[config.mk]
export PLATFORM = sky130hd
export DESIGN_NAME = cdc_flag_sender
export DESIGN_NICKNAME = d
export VERILOG_FILES = /design/src/rtl/cdc_flag_pkg.sv /design/src/rtl/cdc_ack_sync.sv /design/src/rtl/cdc_flag_sender.sv
export SDC_FILE = /design/constraint.sdc
export NUM_CORES = 1
export LEC_CHECK = 0
export ABC_AREA = 1
export CAP_MARGIN = 10
export CORE_AREA = 5 5 44 46
export CTS_CLUSTER_DIAMETER = 200
export DETAILED_ROUTE_END_ITERATION = 10
export DIE_AREA = 0 0 49 51
export PLACE_DENSITY_LB_ADDON = 0.12
export RECOVER_POWER = 50
export SYNTH_ARGS = -nofsm -noshare
export SYNTH_HDL_FRONTEND = slang
export SYNTH_SLANG_ARGS = --single-unit
[constraint.sdc]
create_clock -name CLK -period 2 [get_ports CLK]
set_clock_uncertainty 0.15 [all_clocks]
set_input_delay 0.4 -clock CLK [delete_from_list [all_inputs] [get_ports CLK]]
set_output_delay 0.4 -clock CLK [all_outputs]
set_load 0.02 [all_outputs]
[src/rtl/cdc_flag_pkg.sv]
// Shared types for the req/ack flag sender: handshake FSM states and drop-counter width.
package cdc_flag_pkg;

    typedef enum logic [1:0] {
        IDLE    = 2'd0,
        REQ     = 2'd1,
        RELEASE = 2'd2
    } state_e;

    localparam int DROP_CNT_W = 16;

    function automatic logic [DROP_CNT_W-1:0] sat_inc16(input logic [DROP_CNT_W-1:0] v);
        return (&v) ? v : v + 1'b1;
    endfunction

endpackage

[src/rtl/cdc_ack_sync.sv]
// Multi-flop synchronizer for the far-domain acknowledge; output is the last stage.
module cdc_ack_sync #(
    parameter int STAGES = 3
) (
    input  logic clk,
    input  logic rst_n,
    input  logic d,
    output logic q
);

    logic [STAGES-1:0] sync_q;
    logic [STAGES-1:0] sync_d;

    always_comb begin
        sync_d = {sync_q[STAGES-2:0], d};
    end

    // NOTE: sequential state is only ever assigned with <= so every flop samples pre-edge values.
    always_ff @(posedge clk) begin
        if (!rst_n) begin
            sync_q <= '0;
        end else begin
            sync_q <= sync_d;
        end
    end

    assign q = sync_q[STAGES-1];

endmodule

[src/rtl/cdc_flag_sender.sv]
// Launching side of a four-phase req/ack flag crossing with a saturating event queue.
// Optional dropped-event counter port enabled by `CDC_FLAG_SENDER_DROP_CNT_EN.
module cdc_flag_sender
    import cdc_flag_pkg::*;
#(
    parameter int CNT_WIDTH   = 4,
    parameter int SYNC_STAGES = 3
) (
    input  logic                  CLK,
    input  logic                  RESET_N,
    input  logic                  PULSE_IN,
    input  logic                  ACK_IN,
    input  logic                  CLR_OVF,
    output logic                  REQ_OUT,
    output logic                  BUSY,
    output logic [CNT_WIDTH-1:0]  PENDING,
`ifdef CDC_FLAG_SENDER_DROP_CNT_EN
    output logic [DROP_CNT_W-1:0] DROP_CNT,
`endif
    output logic                  OVERFLOW
);

    localparam logic [CNT_WIDTH-1:0] PEND_MAX = '1;

    logic                 ack_s;
    state_e               state_q, state_d;
    logic                 req_q, req_d;
    logic                 busy_q, busy_d;
    logic [CNT_WIDTH-1:0] pend_q, pend_d;
    logic                 ovf_q, ovf_d;
    logic                 launch, dequeue, pulse_taken, pulse_queued, drop;

    cdc_ack_sync #(
        .STAGES (SYNC_STAGES)
    ) u_ack_sync (
        .clk   (CLK),
        .rst_n (RESET_N),
        .d     (ACK_IN),
        .q     (ack_s)
    );

    // NOTE: every signal written here gets a default first, so no latches are inferred.
    always_comb begin
        state_d     = state_q;
        launch      = 1'b0;
        dequeue     = 1'b0;
        pulse_taken = 1'b0;
        case (state_q)
            IDLE: begin
                if (!ack_s && (PULSE_IN || pend_q != '0)) begin
                    launch = 1'b1;
                    if (pend_q != '0) dequeue = 1'b1;
                    else              pulse_taken = 1'b1;
                end
            end
            REQ: begin
                if (ack_s) state_d = RELEASE;
            end
            RELEASE: begin
                if (!ack_s) begin
                    if (pend_q != '0) begin
                        launch  = 1'b1;
                        dequeue = 1'b1;
                    end else begin
                        state_d = IDLE;
                    end
                end
            end
            default: state_d = IDLE;
        endcase
        if (launch) state_d = REQ;

        req_d  = (state_d == REQ);
        busy_d = (state_d != IDLE);

        // Queued events are always launched before a same-cycle pulse, keeping order.
        pulse_queued = PULSE_IN && !pulse_taken;
        drop         = pulse_queued && !dequeue && (pend_q == PEND_MAX);
        pend_d       = pend_q;
        if (pulse_queued && !dequeue && !drop) begin
            pend_d = pend_q + 1'b1;
        end else if (dequeue && !pulse_queued) begin
            pend_d = pend_q - 1'b1;
        end

        if (drop)         ovf_d = 1'b1;
        else if (CLR_OVF) ovf_d = 1'b0;
        else              ovf_d = ovf_q;
    end

    always_ff @(posedge CLK) begin
        if (!RESET_N) begin
            state_q <= IDLE;
            req_q   <= 1'b0;
            busy_q  <= 1'b0;
            pend_q  <= '0;
            ovf_q   <= 1'b0;
        end else begin
            state_q <= state_d;
            req_q   <= req_d;
            busy_q  <= busy_d;
            pend_q  <= pend_d;
            ovf_q   <= ovf_d;
        end
    end

`ifdef CDC_FLAG_SENDER_DROP_CNT_EN
    logic [DROP_CNT_W-1:0] drop_cnt_q, drop_cnt_d;

    always_comb begin
        if (drop)         drop_cnt_d = sat_inc16(drop_cnt_q);
        else if (CLR_OVF) drop_cnt_d = '0;
        else              drop_cnt_d = drop_cnt_q;
    end

    always_ff @(posedge CLK) begin
        if (!RESET_N) drop_cnt_q <= '0;
        else          drop_cnt_q <= drop_cnt_d;
    end

    assign DROP_CNT = drop_cnt_q;
`endif

    assign REQ_OUT  = req_q;
    assign BUSY     = busy_q;
    assign PENDING  = pend_q;
    assign OVERFLOW = ovf_q;

endmodule
==> impl_metrics.csv <==
group,metric,value,unit
outcome,status,"complete, no violations",
routing,vias_per_cell,4.60,
routing,wire_per_inst,10.4,um
setup_path,crit_arrival,2.00,ns
logic_synthesis,synth_nets,84,
timing,worst_slack,0.0585,ns
logic_synthesis,async_flop_share,0,
floorplanning,num_io_pins,12,
layout,nFillCells,134,
cts,cts_tree,"done",
floorplanning,die_area,0.00250,mm^2
setup_path,endpoint,"PENDING[3]$_SDFFE_PN0P_",
timing,finalSetupViolCount,0,
layout,seq_area,256,um^2
logic_synthesis,ys_seq_area_frac,0.413,
floorplanning,fp.coreArea,0.00147,mm^2
cts,clock_path_buffers,2,
layout,design_area,921,um^2
routing,postRouteAntennaNets,0,
worst_hold_path,worstHoldPathType,"flop to flop",
logic_synthesis,synth_top_area_frac,0.413,
setup_path,rrSetupSlack,0.06,ns
logic_synthesis,ys_warn_count,0,
global_routing,grt_pass1_vias,498,
logic_synthesis,synth_area_leader_cell,"dfxtp_1",
setup_path,crit_required,2.06,ns
layout,multi_input_comb_area,355,um^2
logic_synthesis,syn_area,582,um^2
floorplanning,fp.dieH,51,um
placed_design,routabilityCongestion,0.794,
cts,numCtsBuffers,3,
placed_design,place_ws,-0.394,ns
logic_synthesis,synth_seq_cells,12,
layout,num_antenna_cells,0,
layout,drive_gt1_frac,0.394,
timing,timing_max_transition_violations_final,0,
logic_synthesis,ys_top_cells_by_area,"dfxtp_1, nor2_1, inv_1, nand2_1, ha_1",
logic_synthesis,synth_common_cells,"nor2_1, dfxtp_1, inv_1",
setup_path,path_class,"flop to flop",
worst_hold_path,min_delay_path_depth,2,
setup_path,worstSetupStartpoint,"state_q[0]$_SDFF_PN0_",
cts,clkSinkCount,12,
logic_synthesis,yosysMostFrequentCell,"nor2_1",
power,max-vdd-ir-drop,752,uV
layout,area_growth,58.3,%
global_routing,grtUsageTotal,0.102,
logic_synthesis,syn-mean-instance-area,7.66,um^2
routing,drt-total-wl,1250,um
timing,tightest_slew,0.305,ns
routing,route.detailed.drc,0,
timing,max_slew_margin,0.796,
logic_synthesis,ys.flop_type,"dfxtp_1",
setup_path,worst_setup_path_start_kind,"flop",
cts,htreeDepth,1,
routing,vias,552,
flow_run,drv_cap,0,
logic_synthesis,synth-edff-count,0,
placed_design,dp_hpwl,900,um
global_routing,grt_max_degree,10,
routing,first_pass_iters,3,
global_routing,overflow,0,
timing,period_minus_slack,1.94,ns
setup_path,path_max_fanout,4,
cts,clk_latency,0.27,ns
timing,tns,0,ns
cts,clk_pin_slew,0.07,ns
routing,dr.first_iter.drc_count,1,
setup_path,reg2reg_from,"state_q[0]$_SDFF_PN0_",
global_routing,grt_pass1_wl,1960,um
timing,timing.final.crit_share,0.971,
logic_synthesis,synth_cell_types,20,
placed_design,port_buffers,11,
floorplanning,initial_core_util,0.395,
global_routing,antenna_found_initial,0,
timing,rsz0062_at_grt,"yes",
power,p_leak,0.000418,uW
setup_path,rr_worst_depth,12,
logic_synthesis,synthCells,76,
floorplanning,die_w,49,um
timing,fmax,0.515,GHz
placed_design,placed_area,805,um^2
layout,fin_nets,113,
timing,hold_viol,0,
cts,cts_root_buf,"clkbuf_4",
setup_path,timing.rr.end,"PENDING[3]$_SDFFE_PN0P_",
setup_path,endpoint_kind,"flop",
power,power.density,1410,mW/mm^2
floorplanning,rows,14,
==> how the worst min path moves through the flow <==
stage	startpoint	endpoint	slack, ns
finish	u_ack_sync.sync_q[1]$_SDFF_PN0_	u_ack_sync.sync_q[2]$_SDFF_PN0_	0.25
floorplan	u_ack_sync.sync_q[1]$_SDFF_PN0_	u_ack_sync.sync_q[2]$_SDFF_PN0_	0.24
global placement	u_ack_sync.sync_q[1]$_SDFF_PN0_	u_ack_sync.sync_q[2]$_SDFF_PN0_	0.24
CTS	u_ack_sync.sync_q[1]$_SDFF_PN0_	u_ack_sync.sync_q[2]$_SDFF_PN0_	0.26
detailed placement	u_ack_sync.sync_q[1]$_SDFF_PN0_	u_ack_sync.sync_q[2]$_SDFF_PN0_	0.25
global route	u_ack_sync.sync_q[1]$_SDFF_PN0_	u_ack_sync.sync_q[2]$_SDFF_PN0_	0.27
==> cells in the final DEF, fill, tap and decap left out, drive strengths merged <==
cell type / instances
a21oi: 3
buf: 14
clkbuf: 3
clkdlybuf4s50: 10
clkinv: 1
dfxtp: 12
dlygate4sd2: 1
fa: 1
ha: 2
inv: 13
nand2: 12
nand3: 4
nand3b: 2
nand4: 4
nor2: 15
o211ai: 1
o21ai: 4
or2: 1
xor2: 1
==> layout make-up <==
| class | instances | share of cell area |
|---|---|---|
| Clock buffer | 3 | 0.0245 |
| Tap cell | 16 | 0.0217 |
| Timing Repair Buffer | 25 | 0.232 |
| Inverter | 13 | 0.0530 |
| Sequential cell | 12 | 0.279 |
| Multi-Input combinational cell | 50 | 0.386 |
| Clock inverter | 1 | 0.00408 |
==> layer usage <==
layer / wire length (um) / track usage / up-vias
li1: - / - / 297
met1: 522 / 0.115 / 240
met2: 634 / 0.167 / 15
met3: 96 / 0.0581 / 0
met4: 0 / 0.0269 / 0
met5: 0 / 0 / -
==> sequential cells by signal (all words and copies together) (netlist names) <==
name,cells
u_ack_sync.sync_q,3
OVERFLOW,1
REQ_OUT,1
state_q,2
BUSY,1
PENDING,4
==> what timing repair did <==
item,in CTS,in global routing
resized for setup,7,10
setup buffers,3,1
hold buffers,0,0
hold endpoints to repair,0,0
setup endpoints to repair,2,2
pin swaps,7,5
==> metrics by stage <==
step,total power [uW],utilization,hold WS (ns),std cells
after floorplan,739,-,0.236,76
after global placement,995,0.547,0.238,112
after detailed placement,1010,0.547,0.249,112
after CTS,1260,0.601,0.263,119
after global routing,1410,0.626,0.265,120
final,1300,0.626,0.255,120
==> logic make-up after synthesis <==
kind of cell / Yosys count / synth area share
AOI/OAI and AO/OA: 8 / 0.0731
xor gates and xnor gates: 1 / 0.0151
adders and majority gates: 3 / 0.0774
buffers and inverters: 14 / 0.0968
DFF: 12 / 0.413
and+or+nand+nor: 38 / 0.325
==> critical path, cell delays in order (launching register included) <==
cell and delay [ns]:
dfxtp_2 0.35, nor2_4 0.12, nand2_2 0.09, nor2_4 0.14, nor2_4 0.05, nand3_4 0.10, ha_4 0.21, a21oi_2 0.11
nand2_1 0.07, or2_1 0.23, nand3_1 0.09, nand2_1 0.05, nor2_1 0.10
==> power breakdown <==
part,internal [uW],switching [uW],leakage [uW]
Combinational,401,402,0.000300
Sequential,307,34.4,0.000102
Clock,72.2,79.4,0.0000154
No activity file was read; power rests on OpenSTA's default activity.
